<file path="src/rtl/l1d_pkg.sv">
// Shared definitions for the L1 data cache and its memory-bus interface stage.
// Holds the request opcode encodings, the interface FSM states and default widths.
package l1d_pkg;

  localparam int L1D_ADDR_WIDTH = 32;
  localparam int L1D_DATA_WIDTH = 32;
  localparam int L1D_LINE_WIDTH = 128;

  localparam logic L1D_MEM_RD_LINE = 1'b0;
  localparam logic L1D_MEM_WR      = 1'b1;

  typedef enum logic [2:0] {
    ST_IDLE    = 3'd0,
    ST_RD_REQ  = 3'd1,
    ST_RD_DATA = 3'd2,
    ST_FILL    = 3'd3,
    ST_WR_REQ  = 3'd4,
    ST_WR_WAIT = 3'd5
  } l1d_mem_state_t;

endpackage

</file>
<file path="src/rtl/l1d_mem_if.sv">
// Memory-side stage below the L1D: issues one refill or write-through store at a
// time on the memory bus, assembles refill beats into a line and reports completion.
module l1d_mem_if
  import l1d_pkg::*;
#(
  parameter int ADDR_WIDTH = L1D_ADDR_WIDTH,
  parameter int DATA_WIDTH = L1D_DATA_WIDTH,
  parameter int LINE_WIDTH = L1D_LINE_WIDTH
) (
  input  logic                      clk,
  input  logic                      rst,
  input  logic                      l1d_req_val,
  output logic                      l1d_req_rdy,
  input  logic                      l1d_req_cop,
  input  logic [ADDR_WIDTH-1:0]     l1d_req_addr,
  input  logic [DATA_WIDTH-1:0]     l1d_req_wdata,
  input  logic [DATA_WIDTH/8-1:0]   l1d_req_be,
  output logic                      l1d_fill_val,
  output logic [ADDR_WIDTH-1:0]     l1d_fill_addr,
  output logic [LINE_WIDTH-1:0]     l1d_fill_data,
  output logic                      l1d_wr_done,
  output logic                      l1d_err,
  output logic                      mem_req_val,
  input  logic                      mem_req_ack,
  output logic                      mem_req_cop,
  output logic [ADDR_WIDTH-1:0]     mem_req_addr,
  output logic [DATA_WIDTH-1:0]     mem_req_wdata,
  output logic [DATA_WIDTH/8-1:0]   mem_req_be,
  input  logic                      mem_resp_val,
  input  logic [DATA_WIDTH-1:0]     mem_resp_data
);

  localparam int BEATS  = LINE_WIDTH / DATA_WIDTH;
  localparam int BEAT_W = $clog2(BEATS);
  localparam logic [ADDR_WIDTH-1:0] LINE_MASK = ~ADDR_WIDTH'(LINE_WIDTH / 8 - 1);
  localparam logic [ADDR_WIDTH-1:0] WORD_MASK = ~ADDR_WIDTH'(DATA_WIDTH / 8 - 1);

  l1d_mem_state_t              state, state_nxt;
  logic [BEAT_W-1:0]           beat_cnt;
  logic                        cop_q;
  logic [ADDR_WIDTH-1:0]       addr_q;
  logic [DATA_WIDTH-1:0]       wdata_q;
  logic [DATA_WIDTH/8-1:0]     be_q;
  logic                        wr_done_q;
  logic                        err_q;
  logic [DATA_WIDTH-1:0]       line_buf [BEATS];

  logic accept;
  logic last_beat;
  logic resp_unexpected;

  assign accept          = l1d_req_val && (state == ST_IDLE);
  assign last_beat       = (beat_cnt == BEAT_W'(BEATS - 1));
  // Responses are only legal while collecting beats or waiting for a store ack.
  assign resp_unexpected = mem_resp_val && (state != ST_RD_DATA) && (state != ST_WR_WAIT);

  // NOTE: every signal assigned in an always_comb gets a default first so no latch is inferred.
  always_comb begin
    state_nxt = state;
    case (state)
      ST_IDLE:    if (accept) state_nxt = (l1d_req_cop == L1D_MEM_WR) ? ST_WR_REQ : ST_RD_REQ;
      ST_RD_REQ:  if (mem_req_ack) state_nxt = ST_RD_DATA;
      ST_RD_DATA: if (mem_resp_val && last_beat) state_nxt = ST_FILL;
      ST_FILL:    state_nxt = ST_IDLE;
      ST_WR_REQ:  if (mem_req_ack) state_nxt = ST_WR_WAIT;
      ST_WR_WAIT: if (mem_resp_val) state_nxt = ST_IDLE;
      default:    state_nxt = ST_IDLE;
    endcase
  end

  // NOTE: sequential state uses non-blocking assignments so all registers update together.
  always_ff @(posedge clk or posedge rst) begin
    if (rst) begin
      state     <= ST_IDLE;
      beat_cnt  <= '0;
      cop_q     <= L1D_MEM_RD_LINE;
      addr_q    <= '0;
      wdata_q   <= '0;
      be_q      <= '0;
      wr_done_q <= 1'b0;
      err_q     <= 1'b0;
    end else begin
      state     <= state_nxt;
      wr_done_q <= (state == ST_WR_WAIT) && mem_resp_val;
      err_q     <= resp_unexpected;
      if (accept) begin
        cop_q    <= l1d_req_cop;
        addr_q   <= l1d_req_addr & ((l1d_req_cop == L1D_MEM_WR) ? WORD_MASK : LINE_MASK);
        wdata_q  <= l1d_req_wdata;
        be_q     <= l1d_req_be;
        beat_cnt <= '0;
      end else if ((state == ST_RD_DATA) && mem_resp_val) begin
        beat_cnt <= beat_cnt + BEAT_W'(1);
      end
    end
  end

  // NOTE: the line buffer is reset because it drives l1d_fill_data directly and must read zero after reset.
  always_ff @(posedge clk or posedge rst) begin
    if (rst) begin
      for (int i = 0; i < BEATS; i++) line_buf[i] <= '0;
    end else if ((state == ST_RD_DATA) && mem_resp_val) begin
      line_buf[beat_cnt] <= mem_resp_data;
    end
  end

  always_comb begin
    l1d_fill_data = '0;
    for (int i = 0; i < BEATS; i++) l1d_fill_data[i*DATA_WIDTH +: DATA_WIDTH] = line_buf[i];
  end

  assign l1d_req_rdy   = (state == ST_IDLE);
  assign mem_req_val   = (state == ST_RD_REQ) || (state == ST_WR_REQ);
  assign l1d_fill_val  = (state == ST_FILL);
  assign l1d_fill_addr = addr_q;
  assign l1d_wr_done   = wr_done_q;
  assign l1d_err       = err_q;
  assign mem_req_cop   = cop_q;
  assign mem_req_addr  = addr_q;
  assign mem_req_wdata = wdata_q;
  assign mem_req_be    = be_q;

endmodule
</file>
<file path="config.mk">
export PLATFORM = sky130hd
export DESIGN_NAME = l1d_mem_if
export DESIGN_NICKNAME = d
export VERILOG_FILES = /design/src/rtl/l1d_pkg.sv /design/src/rtl/l1d_mem_if.sv
export SDC_FILE = /design/constraint.sdc
export NUM_CORES = 1
export LEC_CHECK = 0
export ABC_AREA = 0
export CAP_MARGIN = 20
export CELL_PAD_IN_SITES_DETAIL_PLACEMENT = 1
export CELL_PAD_IN_SITES_GLOBAL_PLACEMENT = 2
export CORE_MARGIN = 1.5
export CORE_UTILIZATION = 29
export CTS_BUF_LIST = sky130_fd_sc_hd__clkbuf_2
export DETAILED_ROUTE_END_ITERATION = 16
export PLACE_DENSITY = 0.81
export SYNTH_ARGS = -nofsm -noshare
export SYNTH_HDL_FRONTEND = slang
export SYNTH_SLANG_ARGS = --single-unit
export TNS_END_PERCENT = 30
</file>
<file path="constraint.sdc">
create_clock -name clk -period 9.3 [get_ports clk]
set_input_delay 1.86 -clock clk [delete_from_list [all_inputs] [get_ports clk]]
set_output_delay 1.86 -clock clk [all_outputs]
set_load 0.005 [all_outputs]
</file>
==> flow_metrics.py, run 1 <==
metrics = {
    "floorplan": {
        "pin_count": 340,
        "die_y_um": 169,
        "row_count": 60,
        "dieWidth_um": 169,
        "core_area_um2": 27000,
        "initial_core_util_pct": 29.5,
        "dieArea_um2": 28500,
    },
    "logic_synthesis": {
        "ys_top_cells_by_count": "dfrtp_1 (202), mux2_2 (187), buf_4 (34), buf_2 (18), nand2_1 (9)",
        "synth.area.top_cells": "dfrtp_1 (63%), mux2_2 (26%), buf_4 (3.2%)",
        "synth.most_common_cell": "dfrtp_1",
        "synthDistinctLibCells": 29,
        "synth_compound_area_share_pct": 0.786,
        "async_reset_ff_share_pct": 100,
        "synth_adder_area_share_pct": 0.628,
        "synth_top_family_by_area": "multiplexers",
        "synth_xor_xnor_area_share_pct": 0.220,
        "ys_warn_count": 0,
        "netlist_area_um2": 7960,
        "synth_top_flop_cell": "dfrtp_1",
        "synth_edf_count": 0,
        "synthSimpleGateAreaFrac_pct": 1.92,
        "muxShareOfSynthArea_pct": 27.7,
        "avgSynthCellArea_um2": 15.8,
        "synthCells": 504,
        "ys_ff_latch": 202,
        "yosysSeqAreaShare_pct": 63.5,
        "yosysTopAreaCell": "dfrtp_1",
        "synth_top_area_share_pct": 63.5,
    },
    "timing": {
        "post-route-period-util_pct": 44.2,
        "rsz0062_at_grt": "false",
        "setup-tns-final_ps": 0,
        "fin_crit_ps": 4110,
        "drv_slew": 0,
        "finalClockSkew_ps": 39.9,
        "fmax_mhz": 243,
        "setup_viol": 0,
        "worst_slack_ps": 5190,
        "max_slew_margin_pct": 29.8,
        "tightest_slew_ps": 1050,
        "finalHoldViolations": 0,
    },
    "cells_and_area": {
        "area_growth_pct": 49.0,
        "final_layout_size_suffix_gt1_share_pct": 32.8,
        "n_fill_cell": 2782,
        "stdcell_count": 1215,
        "diodes": 0,
        "layout.nets": 949,
    },
    "cts": {
        "root_buffer": "clkbuf_2",
        "cts_tree": "built",
        "clock-sinks": 202,
        "clkTransAtPathRegs_ps": 100,
        "clk_path_buf_depth": 3,
        "clock_latency_ps": 820,
        "cts_resized": 0,
        "numCtsBuffers": 53,
        "postCtsHoldBufs": 0,
        "cts_setup_buffers": 0,
        "htreeDepth": 2,
    },
    "placement": {
        "place.gp.congestion": 0.712,
        "port_buffers": 333,
        "dp.cells": 1125,
        "hpwl_um": 15000,
        "place_ws_ps": 5030,
    },
    "run": {
        "maxCapViolations": 0,
    },
    "power_and_ir_drop": {
        "p_leak_nw": 5.46,
        "powerDensity_nw_per_um2": 275,
        "p_total_mw": 3.26,
        "ir_drop_uv": 103,
    },
    "global_route": {
        "grt_max_degree": 129,
        "antenna_found_initial": 0,
        "grt-ovfl-total": 0,
        "track_usage_pct": 15.7,
        "grt_pass1_vias": 6083,
        "grt_pass1_wl_um": 34500,
    },
    "min_path": {
        "worstHoldEndpoint": "l1d_fill_data[19]$_DFFE_PP0P_",
        "holdPathStages": 1,
        "min_from": "l1d_fill_data[19]$_DFFE_PP0P_",
        "min_path_type": "register to register",
    },
    "worst_setup_path": {
        "critPathArrivalTime_ps": 2250,
        "rr_endpoint": "l1d_fill_data[1]$_DFFE_PP0P_",
        "critPathKind": "register to output pin",
        "r2r_setup_slack_ps": 6930,
        "crit_chain": "nor3_1 -> clkdlybuf4s50_1",
        "critical_path_required_ps": 7440,
        "cpPeakStageDelay_ps": 610,
        "endpoint_kind": "output pin",
        "r2r_cells": 4,
        "critPathMaxFanout": 14,
        "critPathLaunchType": "register",
        "cp_slowest_cell": "clkdlybuf4s50_1",
        "worst_r2r_startpoint": "state[1]$_DFFE_PP0P_",
    },
    "drt": {
        "vias": 5439,
        "first_iter_violations": 161,
        "wl_um": 22500,
        "first_pass_iters": 3,
        "ant_nets": 0,
        "wire_per_inst_um": 18.5,
        "drt_drc_violations_left": 0,
        "vias_per_cell": 4.48,
    },
    "status": {
        "outcome": "finished clean",
    },
}
-- metrics by stage --
stage / instance area [µm²] / hold WS [ps] / utilization [%]
global placement: 11400 / 485 / 42.2
floorplan: 7980 / 493 / -
CTS: 11900 / 512 / 44.0
detailed placement: 11400 / 492 / 42.2
global route: 11900 / 522 / 44.0
finish: 11900 / 508 / 44.0
-- power breakdown --
group	total [mW]	switching, mW	internal [mW]
Clock	0.652	0.365	0.287
Sequential	1.33	0.173	1.16
Combinational	1.28	0.390	0.889
Total	3.26	0.928	2.34
-- worst max-delay path: cells and delay by family, from the launching register on --
| kind | cells | cell delay, ps |
|---|---|---|
| buffers and inverters | 1 | 610 |
| flip-flops | 1 | 530 |
| AND/OR/NAND/NOR | 1 | 330 |
-- flip-flops by register name (all words and copies together), names as in the netlist --
name / flops
l1d_fill_data: 128
mem_req_be: 4
mem_req_cop: 1
l1d_err: 1
mem_req_wdata: 32
beat_cnt: 2
state: 3
l1d_fill_addr: 30
l1d_wr_done: 1
-- layout make-up --
type / instances / area [µm²] / area share, %
clock buffer: 83 / 415 / 3.50
tap: 341 / 427 / 3.60
inverter: 5 / 26.3 / 0.221
sequential: 202 / 5050 / 42.6
timing repair buffer: 335 / 3350 / 28.2
multi-input combinational: 242 / 2510 / 21.2
clock inverter: 7 / 78.8 / 0.664
-- layer usage --
metal | global-route usage, % | share of wire, % | vias to the layer above
li1 | - | - | 2412
met1 | 16.9 | 37 | 2722
met2 | 26.9 | 49 | 253
met3 | 7.15 | 11 | 52
met4 | 5.82 | 2.6 | 0
met5 | 0 | 0 | -
-- cell families after synthesis --
kind of cell             Yosys count
multiplexers                     194
XOR/XNOR                           2
adder cells (fa/ha/maj)            4
flip-flops                       202
buffers and inverters             63
other                              1
AO/OA/AOI/OAI                     10
AND/OR/NAND/NOR                   28
-- worst max-delay path by stage --
stage / start / to / slack [ps]
2_1_floorplan: rst / beat_cnt[0]$_DFFE_PP0P_ / 1930
3_3_place_gp: mem_resp_val / l1d_fill_data[94]$_DFFE_PP0P_ / 5030
3_5_place_dp: mem_resp_val / l1d_fill_data[25]$_DFFE_PP0P_ / 5030
4_1_cts: state[1]$_DFFE_PP0P_ / l1d_req_rdy / 5000
5_1_grt: state[0]$_DFFE_PP0P_ / l1d_fill_val / 4990
6_report: state[1]$_DFFE_PP0P_ / l1d_req_rdy / 5190
-- cells in the final DEF, fill, tap and decap left out, types with 4 or more instances in the layout --
cell type and instances:
dfrtp_1 202, nor2b_1 5, clkdlybuf4s50_1 333, mux2_2 187, clkinv_1 4, o21ai_0 4, conb_1 4, clkbuf_2 83
nand2_2 4, nor2_1 4, ha_1 4, mux2_4 6, inv_1 4, nand2_1 5
No activity file was read; power rests on OpenSTA's default activity.
==> run 2, diff against run 1 <==
==> constraint.sdc (replaced) <==
create_clock -name clk -period 4 [get_ports clk]
set_input_delay 0.8 -clock clk [delete_from_list [all_inputs] [get_ports clk]]
set_output_delay 0.8 -clock clk [all_outputs]
set_load 0.005 [all_outputs]
==> flow_metrics.py, run 2 (synthesized netlist as in run 1, its figures left out) <==
metrics = {
    "timing": {
        "post-route-period-util_pct": 78.5,
        "setup-tns-final_ps": 0,
        "max_slew_margin_pct": 36.9,
        "fmax_mhz": 318,
        "finalHoldViolations": 0,
        "tightest_slew_ps": 947,
        "finalClockSkew_ps": 84.8,
        "drv_slew": 0,
        "rsz0062_at_grt": "false",
        "fin_crit_ps": 3140,
        "setup_viol": 0,
    },
    "worst_setup_path": {
        "critical_path_required_ps": 3200,
        "critPathLaunchType": "register",
        "cpPeakStageDelay_ps": 600,
        "critPathArrivalTime_ps": 2340,
        "endpoint_kind": "output pin",
        "r2r_setup_slack_ps": 1850,
        "crit_buf_inv": 2,
        "r2r_cells": 5,
        "cp_top_family": "buffers and inverters",
        "critPathMaxFanout": 9,
        "worst_r2r_startpoint": "state[2]$_DFFE_PP0P_",
        "crit_chain": "inv_1 -> nor3b_1 -> clkdlybuf4s50_1",
        "cp_slowest_cell": "clkdlybuf4s50_1",
        "critPathKind": "register to output pin",
        "rr_endpoint": "l1d_fill_data[22]$_DFFE_PP0P_",
    },
    "cts": {
        "numCtsBuffers": 56,
        "clock_latency_ps": 830,
        "clock-sinks": 202,
        "clkTransAtPathRegs_ps": 100,
        "root_buffer": "clkbuf_2",
        "postCtsHoldBufs": 0,
        "htreeDepth": 2,
        "cts_resized": 0,
        "cts_setup_buffers": 0,
        "cts_tree": "built",
        "clk_path_buf_depth": 3,
    },
    "placement": {
        "place.gp.congestion": 0.688,
        "port_buffers": 333,
        "hpwl_um": 15300,
    },
    "cells_and_area": {
        "n_fill_cell": 2790,
        "seq_area_um2": 5050,
        "layout.nets": 957,
        "final_core_util_pct": 44.3,
        "diodes": 0,
        "final_common_cell": "clkdlybuf4s50_1",
        "final_layout_size_suffix_gt1_share_pct": 32.9,
        "largest_reg_flops": 128,
        "multi_input_area_um2": 2510,
        "area_growth_pct": 49.8,
        "layout_common_cells": "clkdlybuf4s50_1 (333), dfrtp_1 (202), mux2_2 (187), clkbuf_2 (77)",
    },
    "drt": {
        "ant_nets": 0,
        "vias": 5438,
        "wire_per_inst_um": 18.2,
        "first_pass_iters": 3,
        "first_iter_violations": 154,
        "wl_um": 22200,
        "vias_per_cell": 4.46,
        "drt_drc_violations_left": 0,
    },
    "floorplan": {
        "core_area_um2": 27000,
        "row_count": 60,
        "pin_count": 340,
        "initial_core_util_pct": 29.5,
        "die_y_um": 169,
        "dieArea_um2": 28500,
        "dieWidth_um": 169,
    },
    "global_route": {
        "antenna_found_initial": 0,
        "track_usage_pct": 15.5,
        "grt-ovfl-total": 0,
        "grt_pass1_vias": 5917,
        "grt_max_degree": 115,
        "grt_pass1_wl_um": 34200,
    },
    "power_and_ir_drop": {
        "p_leak_nw": 5.48,
        "ir_drop_uv": 220,
        "p_total_mw": 7.50,
        "powerDensity_nw_per_um2": 629,
    },
    "status": {
        "outcome": "finished clean",
    },
    "min_path": {
        "min_path_type": "primary input to asynchronous set/reset pin",
    },
    "run": {
        "maxCapViolations": 0,
    },
}
## run 2: per-layer routing
layer	GRT usage (%)	routed length (µm)	up-vias
met5	0	0	-
met1	16.7	8160	2696
met4	5.94	690	0
met3	6.83	2370	57
met2	26.7	10900	249
li1	-	-	2436
## run 2: layout make-up
class                   count  share of cell area [%]
well taps                 341                    3.58
clock buffers              77                    3.23
flip-flops and latches    202                    42.4
inverters                   5                   0.189
multi-input cells         242                    21.1
clock inverters            12                   0.661
repair buffers            340                    28.9
## run 2: worst max path at each step
stage | slack [ps] | to | startpoint | cells past startpoint
2_1_floorplan | 580 | beat_cnt[0]$_DFFE_PP0P_ | rst | 1
3_3_place_gp | 1060 | l1d_fill_data[24]$_DFFE_PP0P_ | mem_resp_val | 6
3_5_place_dp | 1020 | l1d_fill_data[88]$_DFFE_PP0P_ | mem_resp_val | 6
4_1_cts | 660 | l1d_fill_val | state[0]$_DFFE_PP0P_ | 3
5_1_grt | 600 | l1d_fill_val | state[0]$_DFFE_PP0P_ | 3
6_report | 860 | l1d_fill_val | state[0]$_DFFE_PP0P_ | 3
## run 2: worst register-to-register path: cells and delay by family, from the launching register on
kind	cells	cell delay [ps]
simple gates	2	730
buf+inv	2	560
flops	1	540
mux	1	280
## run 2: power breakdown
| group | leakage (nW) | internal [mW] | total [mW] | switching (mW) |
|---|---|---|---|---|
| clock | 0.359 | 0.577 | 1.43 | 0.852 |
| combinational | 2.49 | 2.07 | 2.96 | 0.885 |
| sequential | 2.63 | 2.70 | 3.11 | 0.410 |
| total | 5.48 | 5.35 | 7.50 | 2.15 |
## run 2: per-stage QoR
stage,cells,setup slack [ps],area [µm²],hold slack [ps]
2_1_floorplan,507,584,7980,493
6_report,1219,860,11900,477
5_1_grt,1219,602,11900,466
4_1_cts,1219,659,11900,394
3_3_place_gp,1130,1060,11500,486
3_5_place_dp,1130,1020,11500,493
==> run 3, diff against run 2 <==
--- a/config.mk
+++ b/config.mk
@@ -10,10 +10,10 @@
 export CELL_PAD_IN_SITES_DETAIL_PLACEMENT = 1
 export CELL_PAD_IN_SITES_GLOBAL_PLACEMENT = 2
 export CORE_MARGIN = 1.5
-export CORE_UTILIZATION = 29
+export CORE_UTILIZATION = 26
 export CTS_BUF_LIST = sky130_fd_sc_hd__clkbuf_2
 export DETAILED_ROUTE_END_ITERATION = 16
-export PLACE_DENSITY = 0.81
+export PLACE_DENSITY = 0.77
 export SYNTH_ARGS = -nofsm -noshare
 export SYNTH_HDL_FRONTEND = slang
 export SYNTH_SLANG_ARGS = --single-unit
==> constraint.sdc (replaced) <==
create_clock -name clk -period 2.6 [get_ports clk]
set_input_delay 0.52 -clock clk [delete_from_list [all_inputs] [get_ports clk]]
set_output_delay 0.52 -clock clk [all_outputs]
set_load 0.005 [all_outputs]
==> flow_metrics.py, run 3 (synthesized netlist as in run 1, its figures left out) <==
metrics = {
    "timing": {
        "fmax_mhz": 438,
        "drv_slew": 0,
        "fin_crit_ps": 2280,
        "setup_viol": 0,
        "worst_slack_ps": 318,
        "finalClockSkew_ps": 71.9,
        "rsz0062_at_grt": "false",
        "finalHoldViolations": 0,
        "post-route-period-util_pct": 87.8,
    },
    "drt": {
        "drt_drc_violations_left": 0,
        "wl_um": 22600,
        "vias_per_cell": 4.27,
        "wire_per_inst_um": 17.5,
        "first_iter_violations": 78,
        "first_pass_iters": 3,
        "vias": 5505,
        "ant_nets": 0,
    },
    "min_path": {
        "min_path_type": "primary input to register",
    },
    "cts": {
        "clock-sinks": 202,
        "root_buffer": "clkbuf_2",
        "clock_latency_ps": 820,
        "cts_tree": "built",
        "numCtsBuffers": 55,
        "clkTransAtPathRegs_ps": 110,
        "clk_path_buf_depth": 3,
        "htreeDepth": 2,
    },
    "floorplan": {
        "core_area_um2": 29900,
        "pin_count": 340,
        "dieArea_um2": 31700,
        "initial_core_util_pct": 26.7,
        "dieWidth_um": 178,
        "row_count": 63,
        "die_y_um": 178,
    },
    "cells_and_area": {
        "largest_reg_flops": 128,
        "layout.nets": 970,
        "stdcell_count": 1290,
        "final_common_cell": "clkdlybuf4s50_1",
        "n_fill_cell": 3177,
        "layout_common_cells": "clkdlybuf4s50_1 (330), dfrtp_1 (199), mux2_2 (187), clkbuf_2 (84), buf_4 (11)",
        "final_layout_size_suffix_gt1_share_pct": 34.3,
        "area_growth_pct": 52.9,
    },
    "worst_setup_path": {
        "critPathLaunchType": "register",
        "critPathKind": "register to output pin",
        "cpPeakStageDelay_ps": 580,
        "cp_slowest_cell": "clkdlybuf4s50_1",
        "critPathArrivalTime_ps": 1760,
        "crit_buf_inv": 1,
        "critPathMaxFanout": 2,
        "cp_top_family": "buffers and inverters",
        "endpoint_kind": "output pin",
        "crit_chain": "clkdlybuf4s50_1",
        "critical_path_required_ps": 2080,
    },
    "run": {
        "maxCapViolations": 0,
    },
    "placement": {
        "dp.cells": 1189,
        "hpwl_um": 15900,
        "place_ws_ps": 269,
        "place.gp.congestion": 0.723,
        "port_buffers": 333,
    },
    "global_route": {
        "grt-ovfl-total": 0,
        "grt_use_met1_pct": 15.3,
        "grt_pass1_vias": 6066,
        "grt_pass1_wl_um": 34400,
        "gr-usage-met2_pct": 23.6,
        "grt_max_degree": 70,
        "grtUsageMet3_pct": 6.76,
        "top_usage_layer": "met2",
        "antenna_found_initial": 1,
        "track_usage_pct": 14.1,
    },
    "power_and_ir_drop": {
        "ir_drop_uv": 423,
        "powerDensity_nw_per_um2": 956,
        "p_leak_nw": 5.59,
    },
    "status": {
        "outcome": "finished clean",
    },
}
## run 3: per-stage QoR
step	total power [mW]	TNS [ps]	instance area, µm²	hold slack [ps]	utilization [%]
2_1_floorplan	6.69	-108330	7980	493	-
3_3_place_gp	9.41	0	11700	486	39.0
3_5_place_dp	9.53	0	11700	493	39.0
4_1_cts	11.9	0	12200	183	40.8
5_1_grt	12.5	0	12200	195	40.8
6_report	11.6	0	12200	314	40.8
## run 3: report_power, final
part / internal, mW / switching [mW] / leakage (nW)
clock network: 0.946 / 1.31 / 0.383
logic: 3.22 / 1.40 / 2.59
registers: 4.16 / 0.612 / 2.62
total: 8.33 / 3.31 / 5.59
## run 3: layer usage
| metal | vias up | wire (µm) | part of all wire [%] |
|---|---|---|---|
| met5 | - | 0 | 0 |
| met2 | 267 | 10900 | 48 |
| met3 | 48 | 2790 | 12 |
| met1 | 2723 | 8410 | 37 |
| li1 | 2467 | - | - |
| met4 | 0 | 554 | 2.4 |
## run 3: cell type report
cell class | count | area (µm²) | area share (%)
flip-flops and latches | 202 | 5060 | 41.5
multi-input cells | 242 | 2510 | 20.6
clock buffers | 84 | 420 | 3.45
inverters | 5 | 22.5 | 0.185
well taps | 390 | 488 | 4.01
repair buffers | 354 | 3600 | 29.6
diodes | 1 | 2.50 | 0.0205
clock inverters | 12 | 71.3 | 0.586
## run 3: path summary, 6_finish.rpt
kind | to | cells past startpoint | slack [ps] | startpoint
min reg2reg | mem_req_wdata[3]$_DFFE_PP0P_ | 1 | 510 | mem_req_wdata[3]$_DFFE_PP0P_
min in group asynchronous | l1d_fill_data[33]$_DFFE_PP0P_ | 3 | 640 | rst
max | l1d_fill_data[86] | 1 | 320 | l1d_fill_data[86]$_DFFE_PP0P_
min | l1d_fill_addr[3]$_DFFE_PP0P_ | 3 | 310 | l1d_req_addr[3]
max in group asynchronous | l1d_fill_addr[6]$_DFFE_PP0P_ | 5 | 1260 | rst
max reg2reg | mem_req_wdata[24]$_DFFE_PP0P_ | 4 | 740 | state[0]$_DFFE_PP0P_
## run 3: timing repair
| item | in CTS | in global routing |
|---|---|---|
| hold buffers | 1 | 0 |
| resized for setup | 6 | 0 |
| setup buffers | 3 | 0 |
| endpoints found under the hold margin | 6 | 0 |
| setup endpoints to repair | 3 | 0 |
